### src/rtl/irq_ctrl_pkg.sv
// Shared register offsets, VEC field positions and the priority helper for irq_ctrl.
package irq_ctrl_pkg;

    localparam logic [1:0] REG_PEND = 2'd0;
    localparam logic [1:0] REG_MASK = 2'd1;
    localparam logic [1:0] REG_MODE = 2'd2;
    localparam logic [1:0] REG_VEC  = 2'd3;

    localparam int unsigned VEC_ANY_BIT = 7;
    localparam int unsigned VEC_GIE_BIT = 6;
    localparam int unsigned VEC_IDX_LSB = 0;

    // Index of the lowest set bit; 0 when nothing is set.
    function automatic logic [2:0] lowest_idx(input logic [7:0] v);
        logic [2:0] idx;
        logic       found;
        idx   = '0;
        found = 1'b0;
        for (int i = 0; i < 8; i++) begin
            if (v[i] && !found) begin
                idx   = 3'(i);
                found = 1'b1;
            end
        end
        return idx;
    endfunction

endpackage

### src/rtl/irq_ctrl_if.sv
// CPU-side register bus of the interrupt controller.
interface irq_ctrl_if;
    logic [1:0] AD;
    logic [7:0] DI;
    logic [7:0] DO;
    logic       rw;
    logic       cs;

    modport master (output AD, output DI, output rw, output cs, input DO);
    modport slave  (input AD, input DI, input rw, input cs, output DO);
endinterface

### src/rtl/irq_sync.sv
// Per-source input stage: optional 2-flop synchroniser plus previous-level flop for rise detect.
module irq_sync #(
    parameter bit SYNC = 1'b1
) (
    input  logic clk,
    input  logic rst,
    input  logic din,
    output logic s,
    output logic rise
);

    logic prev_q;

    if (SYNC) begin : g_sync
        logic s1_q, s2_q;
        always_ff @(posedge clk or negedge rst) begin
            if (!rst) begin
                s1_q <= 1'b0;
                s2_q <= 1'b0;
            end else begin
                s1_q <= din;
                s2_q <= s1_q;
            end
        end
        assign s = s2_q;
    end else begin : g_direct
        assign s = din;
    end

    always_ff @(posedge clk or negedge rst) begin
        if (!rst) begin
            prev_q <= 1'b0;
        end else begin
            prev_q <= s;
        end
    end

    assign rise = s & ~prev_q;

endmodule

### src/rtl/irq_ctrl.sv
// Memory-mapped 8-source interrupt controller: PEND/MASK/MODE/VEC registers and a registered intr.
module irq_ctrl
    import irq_ctrl_pkg::*;
#(
    parameter int unsigned NUM_IRQ = 8,
    parameter bit          SYNC    = 1'b1
) (
    input  logic               clk,
    input  logic               rst,
    irq_ctrl_if.slave          bus,
    input  logic [NUM_IRQ-1:0] irq_in,
    output logic               intr
);

    logic [NUM_IRQ-1:0] s, rise, pending;
    logic [NUM_IRQ-1:0] mask_q, mode_q, edge_pend_q, edge_pend_d;
    logic [7:0]         pend8, mask8, mode8, active, vec;
    logic [2:0]         idx;
    logic               wr, any, gie_q, intr_q;

    for (genvar i = 0; i < NUM_IRQ; i++) begin : g_src
        irq_sync #(.SYNC(SYNC)) u_sync (
            .clk  (clk),
            .rst  (rst),
            .din  (irq_in[i]),
            .s    (s[i]),
            .rise (rise[i])
        );
    end

    assign wr = bus.cs & ~bus.rw;

    // Level bits follow s; gated by rst so reads are 0 during reset even with SYNC=0.
    assign pending = (mode_q & edge_pend_q) | (~mode_q & s & {NUM_IRQ{rst}});

    assign pend8  = 8'(pending);
    assign mask8  = 8'(mask_q);
    assign mode8  = 8'(mode_q);
    assign active = pend8 & mask8;
    assign any    = |active;
    assign idx    = lowest_idx(active);

    // Level-mode bits track s so a switch to edge mode keeps the current value.
    always_comb begin
        edge_pend_d = edge_pend_q;
        for (int i = 0; i < NUM_IRQ; i++) begin
            if (!mode_q[i]) begin
                edge_pend_d[i] = s[i];
            end else begin
                if (wr && (bus.AD == REG_PEND) && bus.DI[i]) edge_pend_d[i] = 1'b0;
                if (rise[i]) edge_pend_d[i] = 1'b1;
            end
        end
    end

    always_ff @(posedge clk or negedge rst) begin
        if (!rst) begin
            edge_pend_q <= '0;
            mask_q      <= '0;
            mode_q      <= '0;
            gie_q       <= 1'b0;
            intr_q      <= 1'b0;
        end else begin
            edge_pend_q <= edge_pend_d;
            intr_q      <= gie_q & any;
            if (wr) begin
                case (bus.AD)
                    REG_MASK: mask_q <= bus.DI[NUM_IRQ-1:0];
                    REG_MODE: mode_q <= bus.DI[NUM_IRQ-1:0];
                    REG_VEC:  gie_q  <= bus.DI[0];
                    default:  ;
                endcase
            end
        end
    end

    assign intr = intr_q;

    always_comb begin
        vec                        = '0;
        vec[VEC_ANY_BIT]           = any;
        vec[VEC_GIE_BIT]           = gie_q;
        vec[VEC_IDX_LSB +: 3]      = idx;
    end

    always_comb begin
        bus.DO = '0;
        unique case (bus.AD)
            REG_PEND: bus.DO = pend8;
            REG_MASK: bus.DO = mask8;
            REG_MODE: bus.DO = mode8;
            REG_VEC:  bus.DO = vec;
            default:  bus.DO = '0;
        endcase
    end

endmodule
### src/flat_wrapper.sv
// flat-port wrapper written by rule: the top's interface ports become plain ports
module irq_ctrl_flat import irq_ctrl_pkg::*;
#(
    parameter int unsigned NUM_IRQ = 8,
    parameter bit          SYNC    = 1'b1
)
  (clk, rst, irq_in, intr, bus_AD, bus_DI, bus_rw, bus_cs, bus_DO);
  irq_ctrl_if bus_i ();
  input  logic clk;
  input  logic rst;
  input  logic [NUM_IRQ-1:0] irq_in;
  output logic intr;
  input wire logic [$bits(bus_i.AD)-1:0] bus_AD;
  input wire logic [$bits(bus_i.DI)-1:0] bus_DI;
  input wire logic [$bits(bus_i.rw)-1:0] bus_rw;
  input wire logic [$bits(bus_i.cs)-1:0] bus_cs;
  output wire logic [$bits(bus_i.DO)-1:0] bus_DO;
  assign bus_i.AD = bus_AD;
  assign bus_i.DI = bus_DI;
  assign bus_i.rw = bus_rw;
  assign bus_i.cs = bus_cs;
  assign bus_DO = bus_i.DO;
  irq_ctrl #(.NUM_IRQ(NUM_IRQ), .SYNC(SYNC)) u_core (.clk(clk), .rst(rst), .bus(bus_i), .irq_in(irq_in), .intr(intr));
endmodule
### config.mk
export PLATFORM = sky130hd
export DESIGN_NAME = irq_ctrl_flat
export DESIGN_NICKNAME = d
export VERILOG_FILES = /design/src/rtl/irq_ctrl_pkg.sv /design/src/rtl/irq_ctrl_if.sv /design/src/rtl/irq_sync.sv /design/src/rtl/irq_ctrl.sv /design/src/flat_wrapper.sv
export SDC_FILE = /design/constraint.sdc
export NUM_CORES = 1
export LEC_CHECK = 0
export ABC_CLOCK_PERIOD_IN_PS = 1400
export BUFFER_PORTS_ARGS = -buffer_cell sky130_fd_sc_hd__clkbuf_2
export CORE_MARGIN = 3
export CORE_UTILIZATION = 50
export CTS_CLUSTER_SIZE = 14
export DETAILED_ROUTE_END_ITERATION = 12
export HOLD_SLACK_MARGIN = 0.02
export PLACE_DENSITY = 0.72
export SKIP_LAST_GASP = 1
export SYNTH_ARGS = -nofsm -noshare
export SYNTH_HDL_FRONTEND = slang
export SYNTH_SLANG_ARGS = --single-unit
export TNS_END_PERCENT = 50
### constraint.sdc
create_clock -name clk -period 1.4 [get_ports clk]
set_input_delay 0.07 -clock clk [delete_from_list [all_inputs] [get_ports clk]]
set_output_delay 0.07 -clock clk [all_outputs]
set_load 0.1 [all_outputs]
Word level (Yosys, flattened, before mapping)
Cells that the tools add are included.
W data, S select, Z words.
- eq/ne operators: 11
- mux-type cells: 39
- bitwise operators: 25
- reductions and logical operators: 28
- operators with widths (operator ; number):
    $and A8 B8 Y8 ; 4
    $mux W1 ; 32
    $pmux W8 S4 ; 1
    $ne A3 B3 Y1 const B ; 8
    $mux W3 ; 6
    $logic_and A1 B1 Y1 ; 16
    $and A1 B1 Y1 ; 10
    $not A1 Y1 ; 9
    $not A8 Y8 ; 1
    $or A8 B8 Y8 ; 1
    $reduce_or A8 Y1 ; 1
    $logic_not A1 Y1 ; 7
    $reduce_and A2 Y1 ; 3
    $eq A2 B2 Y1 const B ; 2
    $eq A2 B1 Y1 const B ; 1
    $logic_not A2 Y1 ; 1
- register bits: 50
- input port bits: 22
- output and inout bits: 9
- word-level logic and storage cells: 139

Longest topological paths before layout
Gate-level depths: netlist (run 1).
- depth after elaboration: 28
- depth in mapped cells: 7
- depth with buffers taken out: 6

Cells and area by module
From an unflattened synthesis (run 1), not the netlist that was laid out.
- cell total of the unflattened synthesis: 204
- area total of the unflattened synthesis: 2274.7 µm²
- by module, submodules not included (module ; instances ; cells an instance ; area each (µm²)):
    irq_ctrl ; 1 ; 172 ; 1564.0
    irq_sync ; 8 ; 4 ; 88.8

Worst setup path after synthesis (run 1)
Ideal clock, no wire load.
- kind: register to output
- start point: register u_core.mode_q[3], in the netlist u_core.mode8[3]
- end point: output bus_DO[1]
- arrival: 3.287 ns
- required time: 1.330 ns
- path slack: -1.957 ns
- stages on the path, launching flop included: 7
- cells stage by stage: dfrtp_1 -> and4b_1 -> a31oi_2 -> and4bb_1 -> and2_4 -> a211oi_1 -> nor3_1
- word-level cells in the longest chain between the ends: 20
- elaborated cells between the ends (all ways): 25
- those cells by class: mux: 10; bitwise: 6; reduce/logical: 9
- RTL lines (item ; line ; RTL):
    from (decl) ; irq_ctrl.sv:16 ; logic [NUM_IRQ-1:0] mask_q, mode_q, edge_pend_q, edge_pend_d;
    from (signal assigned) ; irq_ctrl.sv:69 ; REG_MODE: mode_q <= bus.DI[NUM_IRQ-1:0];
    $not A8 Y8 ; irq_ctrl.sv:34 ; assign pending = (mode_q & edge_pend_q) | (~mode_q & s & {NUM_IRQ{rst}});
    $and A8 B8 Y8 (2 in a row) ; irq_ctrl.sv:34 ;
    $or A8 B8 Y8 (*) ; irq_ctrl.sv:34 ;
    $and A8 B8 Y8 (*) ; irq_ctrl.sv:39 ; assign active = pend8 & mask8;
    $logic_and A1 B1 Y1 (*) ; irq_ctrl_pkg.sv:20 ; if (v[i] && !found) begin
    $mux W1 ; irq_ctrl_pkg.sv:20 ;
    $logic_not A1 Y1 ; irq_ctrl_pkg.sv:20 ;
    $logic_and A1 B1 Y1 ; irq_ctrl_pkg.sv:20 ;
    (+3 left out) ; - ;
    $mux W1 ; irq_ctrl_pkg.sv:20 ;
    $logic_not A1 Y1 ; irq_ctrl_pkg.sv:20 ;
    $logic_and A1 B1 Y1 ; irq_ctrl_pkg.sv:20 ;
    $mux W1 ; irq_ctrl_pkg.sv:20 ;
    $logic_not A1 Y1 ; irq_ctrl_pkg.sv:20 ;
    $logic_and A1 B1 Y1 ; irq_ctrl_pkg.sv:20 ;
    $mux W3 (*) ; irq_ctrl_pkg.sv:20 ;
    $pmux W8 S4 (*) ; irq_ctrl.sv:88 ; unique case (bus.AD)
    to (decl) ; flat_wrapper.sv:17 ; output wire logic [$bits(bus_i.DO)-1:0] bus_DO;
Every way passes the cells marked *; elsewhere a longest branch is shown, timed or not.

Worst setup path in the final report (run 1)
- start point: register u_core.mode_q[2], in the netlist u_core.mode8[2]
- end point: output bus_DO[0]
- word-level cells in the longest chain between the ends: 23
- elaborated cells between the ends (all ways): 29
- those cells by class: mux: 12; bitwise: 6; reduce/logical: 11
- RTL lines (item ; line):
    $not A8 Y8 ; irq_ctrl.sv:34
    $and A8 B8 Y8 (2 in a row) ; irq_ctrl.sv:34
    $or A8 B8 Y8 (*) ; irq_ctrl.sv:34
    $and A8 B8 Y8 (*) ; irq_ctrl.sv:39
    $logic_and A1 B1 Y1 (*) ; irq_ctrl_pkg.sv:20
    $mux W1 ; irq_ctrl_pkg.sv:20
    $logic_not A1 Y1 ; irq_ctrl_pkg.sv:20
    $logic_and A1 B1 Y1 ; irq_ctrl_pkg.sv:20
    (+6 left out) ; -
    $mux W1 ; irq_ctrl_pkg.sv:20
    $logic_not A1 Y1 ; irq_ctrl_pkg.sv:20
    $logic_and A1 B1 Y1 ; irq_ctrl_pkg.sv:20
    $mux W1 ; irq_ctrl_pkg.sv:20
    $logic_not A1 Y1 ; irq_ctrl_pkg.sv:20
    $logic_and A1 B1 Y1 ; irq_ctrl_pkg.sv:20
    $mux W3 (*) ; irq_ctrl_pkg.sv:20
    $pmux W8 S4 (*) ; irq_ctrl.sv:88
Marks and branches as above.

==> results of run 1 <==
how the worst max path moves through the flow:
| stage | from | endpoint | slack [ps] | depth (start not counted) |
|---|---|---|---|---|
| 2_1_floorplan | u_core.mode8[3] | bus_DO[1] | -640 | 6 |
| 3_3_place_gp | u_core.mode8[0] | bus_DO[0] | -400 | 7 |
| 3_5_place_dp | u_core.mode8[2] | bus_DO[0] | -490 | 7 |
| 4_1_cts | u_core.mode8[2] | bus_DO[0] | -740 | 7 |
| 5_1_grt | u_core.mode8[2] | bus_DO[0] | -830 | 7 |
| 6_report | u_core.mode8[2] | bus_DO[0] | -760 | 7 |
worst max-delay path: cells and delay by family (launching register included):
| kind | cells | cell delay (ps) |
|---|---|---|
| simple gates | 3 | 710 |
| compound gates | 3 | 490 |
| buf+inv | 1 | 200 |
| flops | 1 | 390 |
layer usage:
| metal | vias to the layer above | routed length [µm] |
|---|---|---|
| li1 | 851 | - |
| met1 | 901 | 2290 |
| met2 | 72 | 3110 |
| met3 | 14 | 310 |
| met4 | 0 | 137 |
| met5 | - | 0 |
synthesized netlist by cell type (2+ instances only):
master | number | area [µm²]
nor3_1 | 3 | 15.0
nor2b_1 | 2 | 12.5
nand2_1 | 27 | 101
a21oi_1 | 12 | 60.1
dfrtp_1 | 50 | 1250
buf_1 | 2 | 7.51
and4b_1 | 2 | 20.0
a21o_1 | 4 | 30.0
nor3b_1 | 3 | 22.5
nand3b_1 | 5 | 37.5
a31oi_1 | 3 | 18.8
o31ai_1 | 3 | 22.5
mux2_2 | 16 | 180
a32o_1 | 3 | 30.0
nand3_1 | 2 | 10.0
o21ai_0 | 3 | 15.0
nor2_1 | 3 | 11.3
inv_1 | 2 | 7.51
a211oi_1 | 2 | 15.0
layout make-up:
class,count,area [µm²],share of cell area (%)
Multi-Input combinational cell,118,1000,30.4
Tap cell,50,62.6,1.90
Clock buffer,6,72.6,2.20
Sequential cell,50,1250,37.9
Inverter,3,11.3,0.341
Clock inverter,2,37.5,1.14
Timing Repair Buffer,104,863,26.2
flip-flops by register name (all words and copies together), names as in the netlist:
signal and count:
u_core.gie_q 1, u_core.g_src.u_sync.s 8, u_core.g_src.u_sync.prev_q 8, u_core.edge_pend_q 8, u_core.mask8 8, u_core.intr 1, u_core.g_src.u_sync.g_sync.s1_q 8, u_core.mode8 8
logic make-up after synthesis:
kind of cell,Yosys count
DFF,50
buffers and inverters,8
muxes,18
AOI/OAI and AO/OA,41
and+or+nand+nor,59
power by group through the flow:
stage / Combinational [mW] / Sequential, mW / Clock, mW
after floorplan: 1.07 / 1.87 / 0
after global placement: 1.89 / 1.78 / 0
after global routing: 2.23 / 1.80 / 1.06
final: 2.12 / 1.78 / 0.995
after CTS: 2.08 / 1.77 / 1.01
after detailed placement: 1.95 / 1.80 / 0
timing repair:
item	CTS	global route
endpoints found under the hold margin	48	1
endpoints found under the setup margin	9	9
pin swaps	6	0
resized for setup	5	2
buffers inserted	5	0
per-stage QoR:
stage                     cell area, µm²  worst slack, ps  hold WS, ps
after global placement              2970             -404        -56.0
after CTS                           3290             -739         -385
after floorplan                     2270             -643         -226
after global routing                3300             -828         -375
final                               3300             -764         -377
after detailed placement            2970             -485        -41.8
==> metrics.md, run 1 <==
| Metric | Value |
|---|---|
| Status | `complete, but fails checks` |
| Violated checks | `negative hold slack, negative setup slack` |
| FF-to-FF path depth | `7` |
| Least-Margin Pin Slew | `about 540 ps` |
| CP arrival | `approximately 2100 ps` |
| Root Buffer Master | `clkbuf_8` |
| Most common cell after layout, fill and taps aside | `buf_4` |
| Setup Viol. Count Final | `9` |
| Worst vdd ir | `0.938 mV` |
| Mux contribution to synthesized area | `approximately a tenth` |
| DR vias | `roughly 1800` |
| Final worst clock skew | `7.93 ps` |
| Most Crowded Layer GR | `met2` |
| First-pass GRT wire length | `between 9000 and 10000 µm` |
| Setup TNS | `-4030 ps` |
| Final net count | `roughly 300` |
| Num rows | `23` |
| Initial DRC Count | `between 150 and 200` |
| Worst EP required | `about 1300 ps` |
| Commonest non-fill, non-tap cells in the layout | `buf_4 (59), dfrtp_1 (50), nand2_1 (27)` |
| Gr usage total | `roughly 25%` |
| Ratio of cells with drive above 1 in the final layout | `48.8%` |
| Worst Hold Class | `in -> async` |
| DRC viols | `0` |
| Initial cell density of the core | `52.6%` |
| WL per Instance | `17.6 µm` |
| Clk pwr share | `around a fifth` |
| Grt met2 use | `44.4%` |
| Post-layout minimum cycle time | `approximately 2200 ps` |
| Dpl hpwl | `3990 µm` |
| Combinational family with the most area after synthesis | `simple AND/OR/NAND/NOR gates` |
| Initial antenna violation count | `0` |
| Setup crit end kind | `primary output` |
| Critical R2R Capture | `u_core.intr` |
| Worst hold slack | `-377 ps` |
| WL final | `roughly 5800 µm` |
| Post-synth EDFFs | `0` |
| Mapped Nets | `about 200` |
| Post-Synth XOR/XNOR Area | `0%` |
| Register area share after synthesis | `between 50% and 60%` |
| Met3 usage | `between 4 and 5%` |
| ANT nets after route | `0` |
| Total Power | `approximately 5 mW` |
| Sequential share of power | `between 30% and 40%` |
| CTS buffer count | `5` |
| Reg2reg start | `u_core.mode8[0]` |
| Largest net degree at the start of global routing | `17` |
| Port bufs | `30` |
| Vias per inst | `5.52` |
| Mapped Cells | `roughly 180` |
| WS Path Type | `reg -> out` |
| CTS tree | `built` |
| Library cells used by synthesis | `48` |
| Fin. Hold Viols | `1` |
| Fin. max-slew vios | `0` |
| Placed cells | `305` |
| Sink Count | `50` |
| Fill count | `roughly 230` |
| Average size of a mapped cell | `roughly 12 µm²` |
| DIE HEIGHT | `71.4 µm` |
| Fraction of the cycle the final worst path needs | `155%` |
| Die ar. | `~0.0051 mm²` |
| Die X | `71.4 µm` |
| Post-synth design cell area | `~0.0021 mm²` |
| Final Non-Filler Cells | `333` |
| Max FO, Critical Path | `4` |
| CP peak stage delay | `a little under 400 ps` |
| Post-Synth Simple-Gate Area | `15.6%` |
| Int Power | `~3.1 mW` |
| Combinational fraction of design power | `between 40% and 50%` |
| Switch share | `between 30% and 40%` |
| Unrepaired setup endpoints after global routing | `true` |
| Synth warn | `0` |
| Primary FF master, synth | `dfrtp_1` |
| Static Leak | `approximately 1.5 nW` |
| Final WS setup | `-764 ps` |
| Worst-path clk slew | `roughly 90 ps` |
| Startpoint types | `register` |
| Pwr/cell area | `between 1000 and 1500 mW/mm²` |
| Slew Limit Headroom | `between 60% and 70%` |
| Clock buffer depth | `2` |
| Adder and majority gate portion of the synthesized area | `0%` |
| CTS HTree Levels | `2` |
| CORE AREA | `~0.004 mm²` |
| R2r setup slk | `-330 ps` |
| Cell chain of the critical path | `and3b_2 > o21ai_2 > and4bb_1 > and2_4 > a41oi_4 > o221ai_4 > buf_12` |
| Synth Register Bits | `50` |
| Ys async rst share | `100%` |
| Final Util | `81.3%` |
| Grt total ovfl | `0` |
| Max Cap Viol | `0` |
| Pre-antenna DRT Iters | `6` |
| Max Clk Rate | `0.462 GHz` |
| # hold bufs at CTS | `15` |
| Switching power | `approximately 1.7 mW` |
| Ant diodes | `0` |
| Gp weighted congestion | `0.871` |
| Met1 global-route usage | `between 20% and 30%` |
| Synth-to-layout area growth | `54.5%` |
| Post-synthesis compound-gate area fraction | `between 10% and 20%` |
| Vias in the first global route | `roughly 2000` |
| IO Count | `31` |
| CP max stage cell | `dfrtp_1` |
| Later-pin clock latency in the skew report | `310 ps` |
No activity file was read; power rests on OpenSTA's default activity.
==> run 2, diff against run 1 <==
==> constraint.sdc (replaced) <==
create_clock -name clk -period 1.4 [get_ports clk]
set_input_delay 0.35 -clock clk [delete_from_list [all_inputs] [get_ports clk]]
set_output_delay 0.35 -clock clk [all_outputs]
set_load 0.1 [all_outputs]
==> metrics.md, run 2 (synthesis results as in run 1) <==
| Metric | Value |
|---|---|
| Status | `complete, but fails checks (unchanged)` |
| Violated checks | `negative setup slack (was negative hold slack, negative setup slack)` |
| Met3 usage | `6.17% (was 4.63%)` |
| Largest net degree at the start of global routing | `16 (was 17)` |
| Setup Viol. Count Final | `10 (was 9)` |
| Fraction of the cycle the final worst path needs | `175% (was 155%)` |
| First-pass GRT wire length | `9710 µm (was 9630 µm)` |
| WL final | `5900 µm (was 5850 µm)` |
| Worst hold slack | `67.4 ps (was -377 ps)` |
| Commonest non-fill, non-tap cells in the layout | `buf_4 (68), dfrtp_1 (50), nand2_1 (27) (was buf_4 (59), dfrtp_1 (50), nand2_1 (27))` |
| Max Cap Viol | `0 (unchanged)` |
| Most Crowded Layer GR | `met2 (unchanged)` |
| Vias in the first global route | `2046 (was 2018)` |
| CTS tree | `built (unchanged)` |
| ANT nets after route | `0 (unchanged)` |
| Pre-antenna DRT Iters | `4 (was 6)` |
| Post-layout minimum cycle time | `2440 ps (was 2160 ps)` |
| Die X | `71.4 µm (unchanged)` |
| Fin. max-slew vios | `0 (unchanged)` |
| Fill count | `230 (was 234)` |
| Met1 global-route usage | `28.7% (was 29.3%)` |
| Final net count | `300 (was 304)` |
| Worst-path clk slew | `90 ps (about the same)` |
| Root Buffer Master | `clkbuf_8 (unchanged)` |
| Gp weighted congestion | `0.840 (was 0.871)` |
| Vias per inst | `5.58 (was 5.52)` |
| Initial DRC Count | `116 (was 154)` |
| Ant diodes | `0 (unchanged)` |
| Worst Hold Class | `in -> async (unchanged)` |
| CTS HTree Levels | `2 (unchanged)` |
| Synth-to-layout area growth | `51.3% (was 54.5%)` |
| Worst EP required | `1050 ps (was 1330 ps)` |
| Clock buffer depth | `2 (unchanged)` |
| Final worst clock skew | `8.84 ps (was 7.93 ps)` |
| Dpl hpwl | `4100 µm (was 3990 µm)` |
| IO Count | `31 (unchanged)` |
| Gr usage total | `24.8% (was 24.7%)` |
| Final WS setup | `-1040 ps (was -764 ps)` |
| CP max stage cell | `dfrtp_1 (unchanged)` |
| Grt met2 use | `44.2% (was 44.4%)` |
| CP arrival | `2090 ps (about the same)` |
| Startpoint types | `register (unchanged)` |
| Setup crit end kind | `primary output (unchanged)` |
| DR vias | `1836 (was 1838)` |
| Sink Count | `50 (unchanged)` |
| # hold bufs at CTS | `0 (was 15)` |
| Cell chain of the critical path | `nand3b_1 > a21boi_2 > and4bb_1 > and2_4 > and2b_2 > o21ai_4 > buf_12 (was and3b_2 > o21ai_2 > and4bb_1 > and2_4 > a41oi_4 > o221ai_4 > buf_12)` |
| Later-pin clock latency in the skew report | `300 ps (was 310 ps)` |
| CTS buffer count | `5 (unchanged)` |
| Placed cells | `314 (was 305)` |
| Initial antenna violation count | `0 (unchanged)` |
| WS Path Type | `reg -> out (unchanged)` |
| Max FO, Critical Path | `3 (was 4)` |
| Initial cell density of the core | `52.6% (unchanged)` |
| DIE HEIGHT | `71.4 µm (unchanged)` |
| Fin. Hold Viols | `0 (was 1)` |
| CP peak stage delay | `410 ps (was 390 ps)` |
| Static Leak | `1.50 nW (about the same)` |
| Ratio of cells with drive above 1 in the final layout | `52.3% (was 48.8%)` |
| Most common cell after layout, fill and taps aside | `buf_4 (unchanged)` |
| Least-Margin Pin Slew | `366 ps (was 541 ps)` |
| Port bufs | `30 (unchanged)` |
| Num rows | `23 (unchanged)` |
| Final Non-Filler Cells | `329 (was 333)` |
| Worst vdd ir | `0.955 mV (was 0.938 mV)` |
| DRC viols | `0 (unchanged)` |
| Slew Limit Headroom | `75.5% (was 64.1%)` |
| Max Clk Rate | `0.409 GHz (was 0.462 GHz)` |
| Pwr/cell area | `1520 mW/mm² (was 1480 mW/mm²)` |
| Grt total ovfl | `0 (unchanged)` |
| CORE AREA | `0.00406 mm² (unchanged)` |
| Die ar. | `0.00509 mm² (unchanged)` |
| WL per Instance | `17.9 µm (was 17.6 µm)` |
| Unrepaired setup endpoints after global routing | `true (unchanged)` |
## run 2: per-layer routing
layer,up-vias,share of wire (%)
met2,47,54
met3,17,4.9
met1,933,39
li1,839,-
met5,-,0
met4,0,2.4
## run 2: layout make-up
class | count | area (µm²) | share of cell area (%)
sequential | 50 | 1250 | 38.7
clock inverter | 2 | 37.5 | 1.16
tap | 50 | 62.6 | 1.94
multi-input combinational | 118 | 968 | 30.0
timing repair buffer | 100 | 821 | 25.4
inverter | 3 | 18.8 | 0.581
clock buffer | 6 | 72.6 | 2.25
## run 2: report_power, final
part	leakage [nW]	internal [mW]	switching, mW
clock	0.0514	0.534	0.478
combinational	0.857	0.985	1.13
sequential	0.589	1.64	0.137
total	1.50	3.16	1.74
## run 2: final timing paths
check	from	endpoint	slack [ps]	cells past startpoint
max	u_core.mode8[0]	bus_DO[7]	-1040	7
min	rst	u_core.g_src[6].u_sync.prev_q	70	2
max reg2reg	u_core.mode8[0]	u_core.intr	-200	6
min reg2reg	u_core.g_src[4].u_sync.g_sync.s1_q	u_core.g_src[4].u_sync.s	350	0
max in group asynchronous	rst	u_core.mask8[7]	1070	3
min in group clk	irq_in[2]	u_core.g_src[2].u_sync.g_sync.s1_q	140	1
## run 2: worst max-delay path, delay by kind of cell (launching register included)
family,cells,cell delay (ps)
AO/OA/AOI/OAI,2,370
buffers and inverters,1,190
AND/OR/NAND/NOR,4,820
flip-flops,1,410
## run 2: timing repair
action                     CTS  global route
resized for setup            3             4
setup endpoints to repair    9            15
setup buffers                4             3
pin swaps                    5             5
## run 2: stage by stage
stage	worst slack [ps]	power (mW)	util, %	setup TNS [ps]	area, µm²
floorplan	-941	2.94	-	-6880	2280
global placement	-834	3.72	75.1	-10470	3050
detailed placement	-907	3.80	75.1	-11360	3050
CTS	-981	4.86	78.8	-6670	3200
global route	-1100	5.11	79.6	-7420	3230
finish	-1040	4.90	79.6	-6630	3230
==> run 3, diff against run 2 <==
Settings changed: CORE_ASPECT_RATIO set to 1.25.
==> metrics.md, run 3 (synthesis results as in run 1) <==
| Metric | Value |
|---|---|
| Max Clk Rate | `0.411 GHz (was 0.409 GHz)` |
| Sequential share of power | `36.4% (was 36.3%)` |
| DIE HEIGHT | `79.1 µm (was 71.4 µm)` |
| Initial cell density of the core | `54.2% (was 52.6%)` |
| Pre-antenna DRT Iters | `4 (unchanged)` |
| Max Cap Viol | `0 (unchanged)` |
| Most common cell after layout, fill and taps aside | `buf_4 (unchanged)` |
| Combinational fraction of design power | `42.4% (was 43.1%)` |
| CTS tree | `built (unchanged)` |
| Setup Slack @ Placement | `-904 ps (was -907 ps)` |
| Commonest non-fill, non-tap cells in the layout | `buf_4 (70), dfrtp_1 (50), nand2_1 (26) (was buf_4 (68), dfrtp_1 (50), nand2_1 (27))` |
| Initial antenna violation count | `0 (unchanged)` |
| WL final | `5790 µm (was 5900 µm)` |
| Final Util | `81.9% (was 79.6%)` |
| Slew Limit Headroom | `77.5% (was 75.5%)` |
| IO Count | `31 (unchanged)` |
| CP max stage cell | `dfrtp_1 (unchanged)` |
| Static Leak | `1.50 nW (about the same)` |
| CTS HTree Levels | `2 (unchanged)` |
| Worst EP required | `1050 ps (about the same)` |
| Switch share | `34.8% (was 35.5%)` |
| Clk pwr share | `21.2% (was 20.6%)` |
| Fraction of the cycle the final worst path needs | `174% (was 175%)` |
| CTS buffer count | `5 (unchanged)` |
| Setup Viol. Count Final | `9 (was 10)` |
| Ant diodes | `0 (unchanged)` |
| CP peak stage delay | `390 ps (was 410 ps)` |
| Ratio of cells with drive above 1 in the final layout | `52.5% (was 52.3%)` |
| Gp weighted congestion | `0.857 (was 0.840)` |
| Startpoint types | `register (unchanged)` |
| Num rows | `25 (was 23)` |
| Die X | `64.5 µm (was 71.4 µm)` |
| Vias per inst | `5.51 (was 5.58)` |
| Max FO, Critical Path | `3 (unchanged)` |
| # hold bufs at CTS | `0 (unchanged)` |
| Dpl hpwl | `4300 µm (was 4100 µm)` |
| Sink Count | `50 (unchanged)` |
| Worst Hold Class | `in -> reg (was in -> async)` |
| Final net count | `300 (unchanged)` |
| Pwr/cell area | `1520 mW/mm² (about the same)` |
| Worst vdd ir | `1.02 mV (was 0.955 mV)` |
| First-pass GRT wire length | `9780 µm (was 9710 µm)` |
| Post-layout minimum cycle time | `2430 ps (was 2440 ps)` |
| CORE AREA | `0.00394 mm² (was 0.00406 mm²)` |
| Synth-to-layout area growth | `51.2% (was 51.3%)` |
| Port bufs | `30 (unchanged)` |
| WS Path Type | `reg -> out (unchanged)` |
| Setup crit end kind | `primary output (unchanged)` |
| WL per Instance | `17.4 µm (was 17.9 µm)` |
| Fill count | `231 (was 230)` |
| Grt total ovfl | `0 (unchanged)` |
| ANT nets after route | `0 (unchanged)` |
| Least-Margin Pin Slew | `334 ps (was 366 ps)` |
| Final worst clock skew | `6.05 ps (was 8.84 ps)` |
| Switching power | `1.71 mW (was 1.74 mW)` |
| Worst-path clk slew | `90 ps (about the same)` |
| Later-pin clock latency in the skew report | `300 ps (about the same)` |
| DRC viols | `0 (unchanged)` |
| Unrepaired setup endpoints after global routing | `true (unchanged)` |
| Largest net degree at the start of global routing | `15 (was 16)` |
| Design area | `0.00323 mm² (about the same)` |
| Violated checks | `negative setup slack (unchanged)` |
| CP arrival | `2080 ps (was 2090 ps)` |
| Die ar. | `0.00510 mm² (was 0.00509 mm²)` |
| Cell chain of the critical path | `nand3b_1 > a21boi_2 > and4bb_1 > and2_4 > and2b_2 > o21ai_4 > buf_12 (unchanged)` |
| Int Power | `3.19 mW (was 3.16 mW)` |
| Fin. max-slew vios | `0 (unchanged)` |
| Vias in the first global route | `2000 (was 2046)` |
| Status | `complete, but fails checks (unchanged)` |
| Gr usage total | `25.6% (was 24.8%)` |
| Post-place instance area | `0.00308 mm² (was 0.00305 mm²)` |
| Clock buffer depth | `2 (unchanged)` |
| Root Buffer Master | `clkbuf_8 (unchanged)` |
| Initial DRC Count | `115 (was 116)` |
| Worst path bufs/invs | `1 (unchanged)` |
| Worst path top cell family by delay | `simple AND/OR/NAND/NOR gates (unchanged)` |
| Final WS setup | `-1030 ps (was -1040 ps)` |
| Fin. Hold Viols | `0 (unchanged)` |
| DR vias | `1828 (was 1836)` |
## run 3: power groups by stage
stage	Clock (mW)	Combinational (mW)	Sequential [mW]
after floorplan	0	1.07	1.87
after global placement	0	1.97	1.78
after detailed placement	0	2.04	1.80
after CTS	1.04	2.08	1.78
after global routing	1.12	2.19	1.80
final	1.04	2.08	1.78
## run 3: metal layers
layer	global-route usage [%]	up-vias	part of all wire (%)
met5	0	-	0
met4	9.09	0	1.9
met3	3.96	13	5.3
met2	47.0	77	55
met1	30.0	896	38
li1	-	842	-
## run 3: cell type report
class                      count  area, µm²  area share [%]
inverter                       3       18.8           0.581
clock buffer                   6       82.6            2.56
multi-input combinational    118        968            30.0
sequential                    50       1250            38.7
timing repair buffer         100        811            25.1
tap                           54       67.6            2.09
clock inverter                 1       30.0           0.930
## run 3: timing repair
action                     4_1_cts  5_1_grt
gates resized for setup          3        1
setup buffers                    2        1
pin swaps                        4        1
setup endpoints to repair        9        9
## run 3: final timing paths
check / from / endpoint / slack, ps / cells past startpoint
max: u_core.mode8[0] / bus_DO[7] / -1030 / 7
min in group asynchronous: rst / u_core.g_src[6].u_sync.prev_q / 170 / 2
min reg2reg: u_core.g_src[1].u_sync.g_sync.s1_q / u_core.g_src[1].u_sync.s / 350 / 0
max in group asynchronous: rst / u_core.mask8[2] / 850 / 3
min: irq_in[4] / u_core.g_src[4].u_sync.g_sync.s1_q / 150 / 1
max reg2reg: u_core.mode8[0] / u_core.intr / -250 / 6
## run 3: through the flow
stage	TNS [ps]	hold slack [ps]	std cells	total power, mW
floorplan	-6880	54.4	176	2.94
global placement	-8200	332	322	3.75
detailed placement	-9380	335	322	3.84
CTS	-6330	143	331	4.90
global route	-7030	135	332	5.11
finish	-6370	146	332	4.90
